===== config.mk =====
export PLATFORM = sky130hd
export DESIGN_NAME = cnn_mul_arbiter_flat
export DESIGN_NICKNAME = d
export VERILOG_FILES = /design/src/rtl/cnn_mul_pkg.sv /design/src/rtl/cnn_mul_arbiter_if.sv /design/src/rtl/cnn_mul_pipe_core.sv /design/src/rtl/cnn_mul_arbiter.sv /design/src/flat_wrapper.sv
export SDC_FILE = /design/constraint.sdc
export NUM_CORES = 1
export LEC_CHECK = 0
export BUFFER_PORTS_ARGS = -buffer_cell sky130_fd_sc_hd__buf_2
export CORE_MARGIN = 2
export CORE_UTILIZATION = 55
export DETAILED_ROUTE_END_ITERATION = 12
export GPL_TIMING_DRIVEN = 0
export HOLD_SLACK_MARGIN = 0.1
export PLACE_DENSITY = 0.84
export SETUP_SLACK_MARGIN = 0.02
export SLEW_MARGIN = 10
export SYNTH_ARGS = -nofsm -noshare
export SYNTH_HDL_FRONTEND = slang
export SYNTH_SLANG_ARGS = --single-unit

===== constraint.sdc =====
create_clock -name ap_clk -period 5.4 [get_ports ap_clk]
set_clock_uncertainty 0.1 [all_clocks]
set_input_delay 0.54 -clock ap_clk [delete_from_list [all_inputs] [get_ports ap_clk]]
set_output_delay 0.54 -clock ap_clk [all_outputs]
set_load 0.05 [all_outputs]

===== src/rtl/cnn_mul_pkg.sv =====
// Shared widths, operand/product types and round-robin helper for the conv2 multiplier arbiter.
package cnn_mul_pkg;
  localparam int A_W = 14;
  localparam int B_W = 8;
  localparam int P_W = 23;

  typedef logic signed [A_W-1:0] mul_a_t;
  typedef logic signed [B_W-1:0] mul_b_t;
  typedef logic signed [P_W-1:0] mul_p_t;

  // First valid index strictly after ptr, wrapping modulo nreq (nreq <= 8).
  // Returns ptr when nothing is valid; callers gate with |valid.
  function automatic logic [2:0] rr_next(input logic [2:0] ptr, input logic [7:0] valid,
                                         input int unsigned nreq);
    logic [2:0]  idx;
    logic        found;
    int unsigned c;
    idx   = ptr;
    found = 1'b0;
    for (int unsigned k = 1; k <= 8; k++) begin
      c = ({29'd0, ptr} + k) % nreq;
      if (k <= nreq && !found && valid[c[2:0]]) begin
        idx   = c[2:0];
        found = 1'b1;
      end
    end
    return idx;
  endfunction
endpackage


===== src/rtl/cnn_mul_arbiter_if.sv =====
// Requester/result bus of the shared multiplier arbiter.
interface cnn_mul_arbiter_if
  import cnn_mul_pkg::*;
#(
  parameter int NREQ = 4,
  parameter int ID_W = 2
);
  logic [NREQ-1:0]     req_valid;
  logic [NREQ-1:0]     req_ready;
  logic [NREQ*A_W-1:0] req_a;
  logic [NREQ*B_W-1:0] req_b;
  logic                rsp_valid;
  logic [ID_W-1:0]     rsp_id;
  logic [P_W-1:0]      rsp_p;
  logic                idle;

  modport master (output req_valid, req_a, req_b,
                  input  req_ready, rsp_valid, rsp_id, rsp_p, idle);
  modport slave  (input  req_valid, req_a, req_b,
                  output req_ready, rsp_valid, rsp_id, rsp_p, idle);
endinterface


===== src/rtl/cnn_mul_pipe_core.sv =====
// Registered signed 14x8 multiplier with tag/valid pass-through.
// MUL_OUT_REG_EN adds an output product register (latency 3 instead of 2).
module cnn_mul_pipe_core
  import cnn_mul_pkg::*;
#(
  parameter int ID_W = 2
) (
  input  logic            clk,
  input  logic            rst_n,
  input  logic            in_v_i,
  input  mul_a_t          in_a_i,
  input  mul_b_t          in_b_i,
  input  logic [ID_W-1:0] in_id_i,
  output logic            out_v_o,
  output logic [ID_W-1:0] out_id_o,
  output mul_p_t          out_p_o,
  output logic            busy_o
);
`ifdef MUL_OUT_REG_EN
  localparam int STAGES = 3;
`else
  localparam int STAGES = 2;
`endif

  logic [STAGES:1] vld_pipe_q;
  mul_a_t          a1_q;
  mul_b_t          b1_q;
  logic [ID_W-1:0] id1_q, id2_q;
  mul_p_t          p2_q;

  always_ff @(posedge clk or negedge rst_n) begin
    if (!rst_n) vld_pipe_q <= '0;
    else        vld_pipe_q <= {vld_pipe_q[STAGES-1:1], in_v_i};
  end

  // Data stages only load behind a valid so idle outputs keep their last value.
  always_ff @(posedge clk or negedge rst_n) begin
    if (!rst_n) begin
      a1_q  <= '0;
      b1_q  <= '0;
      id1_q <= '0;
      p2_q  <= '0;
      id2_q <= '0;
    end else begin
      if (in_v_i) begin
        a1_q  <= in_a_i;
        b1_q  <= in_b_i;
        id1_q <= in_id_i;
      end
      if (vld_pipe_q[1]) begin
        p2_q  <= mul_p_t'(a1_q) * mul_p_t'(b1_q);
        id2_q <= id1_q;
      end
    end
  end

`ifdef MUL_OUT_REG_EN
  mul_p_t          p3_q;
  logic [ID_W-1:0] id3_q;

  always_ff @(posedge clk or negedge rst_n) begin
    if (!rst_n) begin
      p3_q  <= '0;
      id3_q <= '0;
    end else if (vld_pipe_q[2]) begin
      p3_q  <= p2_q;
      id3_q <= id2_q;
    end
  end

  assign out_p_o  = p3_q;
  assign out_id_o = id3_q;
`else
  assign out_p_o  = p2_q;
  assign out_id_o = id2_q;
`endif

  assign out_v_o = vld_pipe_q[STAGES];
  assign busy_o  = |vld_pipe_q;
endmodule


===== src/rtl/cnn_mul_arbiter.sv =====
// Round-robin arbiter sharing one signed 14x8 multiplier among NREQ requesters.
// Pipeline depth follows MUL_OUT_REG_EN (see cnn_mul_pipe_core).
module cnn_mul_arbiter
  import cnn_mul_pkg::*;
#(
  parameter int NREQ = 4,
  parameter int ID_W = $clog2(NREQ)
) (
  input  logic             ap_clk,
  input  logic             ap_rst_n,
  cnn_mul_arbiter_if.slave bus
);
  logic [ID_W-1:0] last_gnt_q, last_gnt_d, gnt_idx;
  logic [NREQ-1:0] ready;
  logic            any_v;
  mul_a_t          sel_a;
  mul_b_t          sel_b;
  logic            busy;

  // Grant never looks downstream: the pipe cannot stall.
  always_comb begin
    any_v      = |bus.req_valid;
    gnt_idx    = ID_W'(rr_next(3'(last_gnt_q), 8'(bus.req_valid), unsigned'(NREQ)));
    ready      = '0;
    if (any_v) ready[gnt_idx] = 1'b1;
    last_gnt_d = any_v ? gnt_idx : last_gnt_q;
    sel_a      = bus.req_a[int'(gnt_idx)*A_W +: A_W];
    sel_b      = bus.req_b[int'(gnt_idx)*B_W +: B_W];
  end

  // Pointer resets to the top index so requester 0 wins first.
  always_ff @(posedge ap_clk or negedge ap_rst_n) begin
    if (!ap_rst_n) last_gnt_q <= ID_W'(NREQ-1);
    else           last_gnt_q <= last_gnt_d;
  end

  cnn_mul_pipe_core #(.ID_W(ID_W)) u_core (
    .clk      (ap_clk),
    .rst_n    (ap_rst_n),
    .in_v_i   (any_v),
    .in_a_i   (sel_a),
    .in_b_i   (sel_b),
    .in_id_i  (gnt_idx),
    .out_v_o  (bus.rsp_valid),
    .out_id_o (bus.rsp_id),
    .out_p_o  (bus.rsp_p),
    .busy_o   (busy)
  );

  assign bus.req_ready = ready;
  assign bus.idle      = ~any_v & ~busy;
endmodule


===== src/flat_wrapper.sv =====
// flat-port wrapper written by rule: the top's interface ports become plain ports
module cnn_mul_arbiter_flat import cnn_mul_pkg::*;
#(
  parameter int NREQ = 4,
  parameter int ID_W = $clog2(NREQ)
)
  (ap_clk, ap_rst_n, bus_req_valid, bus_req_a, bus_req_b, bus_req_ready, bus_rsp_valid, bus_rsp_id, bus_rsp_p, bus_idle);
  cnn_mul_arbiter_if #(.NREQ(NREQ), .ID_W(ID_W)) bus_i ();
  input  logic ap_clk;
  input  logic ap_rst_n;
  input wire logic [$bits(bus_i.req_valid)-1:0] bus_req_valid;
  input wire logic [$bits(bus_i.req_a)-1:0] bus_req_a;
  input wire logic [$bits(bus_i.req_b)-1:0] bus_req_b;
  output wire logic [$bits(bus_i.req_ready)-1:0] bus_req_ready;
  output wire logic [$bits(bus_i.rsp_valid)-1:0] bus_rsp_valid;
  output wire logic [$bits(bus_i.rsp_id)-1:0] bus_rsp_id;
  output wire logic [$bits(bus_i.rsp_p)-1:0] bus_rsp_p;
  output wire logic [$bits(bus_i.idle)-1:0] bus_idle;
  assign bus_i.req_valid = bus_req_valid;
  assign bus_i.req_a = bus_req_a;
  assign bus_i.req_b = bus_req_b;
  assign bus_req_ready = bus_i.req_ready;
  assign bus_rsp_valid = bus_i.rsp_valid;
  assign bus_rsp_id = bus_i.rsp_id;
  assign bus_rsp_p = bus_i.rsp_p;
  assign bus_idle = bus_i.idle;
  cnn_mul_arbiter #(.NREQ(NREQ), .ID_W(ID_W)) u_core (.ap_clk(ap_clk), .ap_rst_n(ap_rst_n), .bus(bus_i));
endmodule

* Word level (Yosys, flattened, before mapping)
Cells that the tools add are included.
** Word-level totals
- Register bits :: 53
- Input bits :: 94
- Output and inout port bits :: 31
- Word-level logic and storage cells :: 51
** Cells by class
- Add/subtract/negate cells :: 4
- $mul :: 2
- Magnitude comparators :: 6
- Shifts and indexed selects :: 2
- Muxes and demuxes :: 18
- Bitwise gates (word level) :: 3
- Reduce and logical (&&, ||, !) cells :: 9
** Operators by type and width (count)
- 56-bit by 32-bit indexed part select with 14-bit output :: 1
- 32-bit by 6-bit indexed part select with 8-bit output :: 1
- 14-bit by 8-bit multiplier with 22-bit output :: 1
- 2-bit by 4-bit < comparator with 1-bit output (second input constant) :: 4
- 1-bit binary-select mux with 2-bit select :: 4
- 1-bit two-way mux :: 8
- 2-bit two-way mux :: 4
- 2-bit by 3-bit multiplier with 5-bit output (second input constant) :: 1
- 2-bit by 1-bit adder with 2-bit output (second input constant) :: 2
- 2-bit adder (second input constant) :: 2
- 1-bit logical AND :: 4
- 4-bit two-way mux :: 1
- 4-bit OR reduction :: 1
- 1-bit zero test :: 3
- 2-bit by 3-bit < comparator with 1-bit output (second input constant) :: 1
- 1-bit demux with 2-bit select :: 1
- 2-bit by 1-bit >= comparator with 1-bit output (second input constant) :: 1
- 1-bit inverter :: 2
- 2-bit OR reduction :: 1
- 1-bit AND :: 1

* Depth between registers and ports, before layout
- Depth in word-level cells :: 18
- Mapped depth :: 18
- Depth with buffers taken out :: 16

* Cells and area by module
A second synthesis with hierarchy kept.
** Unflattened totals
- Cells, all modules :: 728
- Area total of the unflattened synthesis :: 6784.0 um^2
** Modules (own cells, without submodules)
- cnn_mul_pipe_core :: times used 1, cells an instance 575, area an instance 5873.1 um^2, seq. area each 1251.2 um^2
- cnn_mul_arbiter :: times used 1, cells an instance 153, area an instance 910.9 um^2, seq. area each 52.6 um^2

* Worst setup path after synthesis
OpenSTA, ideal clock, no wires.
- Path type :: flip-flop to flip-flop
- From :: reg u_core.u_core.b1_q[7]
- To :: reg u_core.u_core.p2_q[20] (netlist: u_core.u_core.out_p_o[20])
- Library setup time :: 0.125 ns
- Arrival :: 4.507 ns
- Required time :: 5.175 ns
- Setup slack :: 0.668 ns
- Stages on the path, launching flop included :: 17
- Path buffers :: 1
- Period minus slack after synthesis :: 4.732 ns
- Cells stage by stage :: dfrtp_1 > inv_1 > clkbuf_1 > nor2_1 > fa_1 > fa_1 > fa_1 > inv_1 > fa_1 > inv_1 > ha_1 > a21oi_1 > nand2b_1 > a31oi_2 > a2111oi_2 > xnor2_1 > mux2_2
** Between the ends
- Cells in the longest elaborated chain, start to end :: 1
** Ends and longest elaborated chain
- start: declaration :: line cnn_mul_pipe_core.sv:27 : mul_b_t b1_q;
- start signal: assignment :: line cnn_mul_pipe_core.sv:47 : b1_q <= in_b_i;
- 14-bit by 8-bit multiplier with 22-bit output :: line cnn_mul_pipe_core.sv:51 : p2_q <= mul_p_t'(a1_q) * mul_p_t'(b1_q);
- end signal: assignment :: line cnn_mul_pipe_core.sv:51
- end: declaration :: line cnn_mul_pipe_core.sv:29 : mul_p_t p2_q;
Every way passes these cells.
A chain may end at the register's enable or synchronous reset.

* Final worst setup path
- From :: reg u_core.u_core.b1_q[3]
- To :: reg u_core.u_core.p2_q[20] (netlist: u_core.u_core.out_p_o[20])
Same word-level chain as after synthesis.

==> impl_results.md <==
- Fin crit period: 5170 ps
- Nets: 1,069
- Top cell type's share of synthesized area: 26.7%
- Post-synth top cells: 117 x inv_1, 91 x fa_1, 73 x and2_1, 64 x nand2_1, 50 x dfrtp_1
- Synth Net Count: 935
- Fin util: 65.4%
- Clk buf depth: 2
- Initial DRC count: 313
- Detailed placer's ending HPWL: 14.0 mm
- DRC Markers: 0
- Multi-input logic area: 4910 um2
- Max-slew violation count: 0
- Dpl cells: 1,001
- Post-synth top flop: dfrtp_1
- Final Hold Fails: 0
- Worst EP arrival: 5260 ps
- FF+latch count, synth: 52
- Io pins: 125
- # clock sinks: 52
- Reg clk slew, reported paths: 80 ps
- DRT Pass-1 Iters: 4
- EDFF count, synth: 0
- Gr ovfl total: 0
- Async SR Flop Fraction: 100%
- Skew-Pair Late Insertion Delay: 300 ps
- Antenna violations before repair: 0
- CTS tree: done
- Worst R2R Path Depth: 17
- Die ar.: 13,300 um2
- Register area: 1310 um2
- Count leader, synth: inv_1
- Vias per cell: 5.42
- First-pass GRT wire length: 28.1 mm
- Vias in the first global route: 6,081
- Final setup viols: 0
- Post-synth cell types: 55
- TritonCTS Buffers: 5
- Cell area after synthesis: 6830 um2
- Via count: 5,480
- Largest net degree at the start of global routing: 53
- Status: complete, no violations
- Tightest Hold Check Type: input pin to async pin
- Initial cell density of the core: 56.7%
- Routability cong.: 0.905
- F_max: 194 MHz
- Worst setup path class: flop to flop
- Max-slew headroom: 53.2%
- Port Buffers: 124
- Critical path capture point type: flop
- Worst EP required: 5500 ps
- Die width: 115 um
- Final Cycle Share: 95.7%
- Synth warn: 0
- Core Footprint: 12,100 um2
- Area Overhead vs Synth: 15.4%
- Max cap viols: 0
- Final ANT Viol Nets: 0
- Final wirelength: 17.3 mm
- CTS HTree Levels: 2
- Wirelength per Cell: 17.1 um
- Area contributors post-synth: fa_1 27%, dfrtp_1 18%, ha_1 7.5%
- Critical-path maximum fanout: 10
- Sequential cell area fraction in the yosys report: 19.1%
- CTS root buffer: clkbuf_16
- Fillers: 1,023
- Slew @ Worst Pin: 702 ps
- RSZ-0062 raised after global routing: true
- Hold Buf Count CTS: 0
- Syn avg cell area: 9.64 um2
- Synth area leader: fa_1
- Startpoint Class: flop
- Mapped Cells: 709
- Ratio of cells with drive above 1 in the final layout: 24.5%
- Die Height: 115 um
- Row count: 40
- Inserted Diodes: 0
- Overall Global Routing Usage: 27.7%
- Fin Setup TNS: 0 ps
- Finished Layout Cells: 1,012
-- area by class of cell --
type	count	share of cell area, %
multi-input cells	509	62.3
repair buffers	127	8.19
well taps	168	2.67
clock inverters	3	0.587
plain buffers	29	2.38
clock buffers	5	1.59
repair inverters	1	0.0635
inverters	118	5.67
flip-flops and latches	52	16.6
-- through the flow --
stage,cell area [um2],worst slack (ps),hold slack [ps]
detailed placement,7660,-89.2,261
global route,7880,2.86,234
global placement,7660,31.6,258
floorplan,6830,668,144
CTS,7830,62.9,280
finish,7880,234,180
-- kinds of logic (layout without fill, tap and decap cells) --
kind of cell	after synthesis	after routing	share of synthesized area [%]
adders and majority gates	132	132	34.2
xor gates and xnor gates	18	18	2.31
AOI/OAI and AO/OA	78	78	7.45
muxes	82	82	12.7
buffers and inverters	148	283	9.12
DFF	52	52	19.1
and+or+nand+nor	199	199	15.2
-- routing by layer --
layer / vias to the layer above / share of wire (%) / routed length (um) / GRT usage [%]
li1: 2523 / - / - / -
met4: 0 / 3.4 / 595 / 11.7
met3: 43 / 6.8 / 1170 / 3.97
met1: 2683 / 37 / 6420 / 31.6
met2: 231 / 53 / 9080 / 51.5
met5: - / 0 / 0 / 0
-- worst paths after layout --
path	startpoint	endpoint	slack (ps)
min in group ap_clk	u_core.u_core.vld_pipe_q[1]$_DFF_PN0_	u_core.u_core.vld_pipe_q[2]$_DFF_PN0_	280
max	u_core.u_core.b1_q[3]$_DFFE_PN0P_	u_core.u_core.out_p_o[20]$_DFFE_PN0P_	230
max in group asynchronous	ap_rst_n	u_core.u_core.b1_q[2]$_DFFE_PN0P_	4510
min	ap_rst_n	u_core.u_core.id1_q[0]$_DFFE_PN0P_	180
max reg2reg	u_core.u_core.b1_q[3]$_DFFE_PN0P_	u_core.u_core.out_p_o[20]$_DFFE_PN0P_	230
min reg2reg	u_core.u_core.vld_pipe_q[1]$_DFF_PN0_	u_core.u_core.vld_pipe_q[2]$_DFF_PN0_	280
-- worst max-delay path, stage by stage (launching register included) --
cell and delay [ps]:
dfrtp_1 490, clkbuf_2 310, nand2_1 160, fa_1 640, inv_1 140, fa_1 480
fa_1 490, inv_1 50, fa_1 470, inv_1 40, ha_1 300, buf_6 140
nand3_1 130, nor2_1 80, and4_4 200, a2111oi_2 450, xnor2_1 120, mux2_2 270
-- timing repair --
action                     4_1_cts  5_1_grt
setup endpoints to repair        3        4
cloned                           0        1
buffers inserted                 0        3
resized for setup                1       18
-- flip-flops by register name, summed over array words and instances (netlist names) --
signal                    flops
u_core.last_gnt_q             2
u_core.u_core.a1_q           14
u_core.u_core.b1_q            8
u_core.u_core.id1_q           2
u_core.u_core.out_id_o        2
u_core.u_core.out_p_o        22
u_core.u_core.vld_pipe_q      2
-- cell usage in the layout, fill, tap and decap left out, types with 8 or more instances in the layout --
master	synthesis	final
a21oi_1	20	19
and2_1	73	73
buf_2	1	124
buf_4	5	9
clkbuf_1	18	10
dfrtp_1	50	48
fa_1	91	91
ha_1	41	41
inv_1	117	116
mux2_2	38	38
mux2i_1	44	44
nand2_1	64	64
nand3_1	10	10
nor2_1	22	22
o21ai_0	8	8
o21ai_1	25	25
xnor2_1	13	13
Power is left out: the tool's default activity adds up to more than one toggle a clock period on the data nets, which glitch-free logic cannot reach.
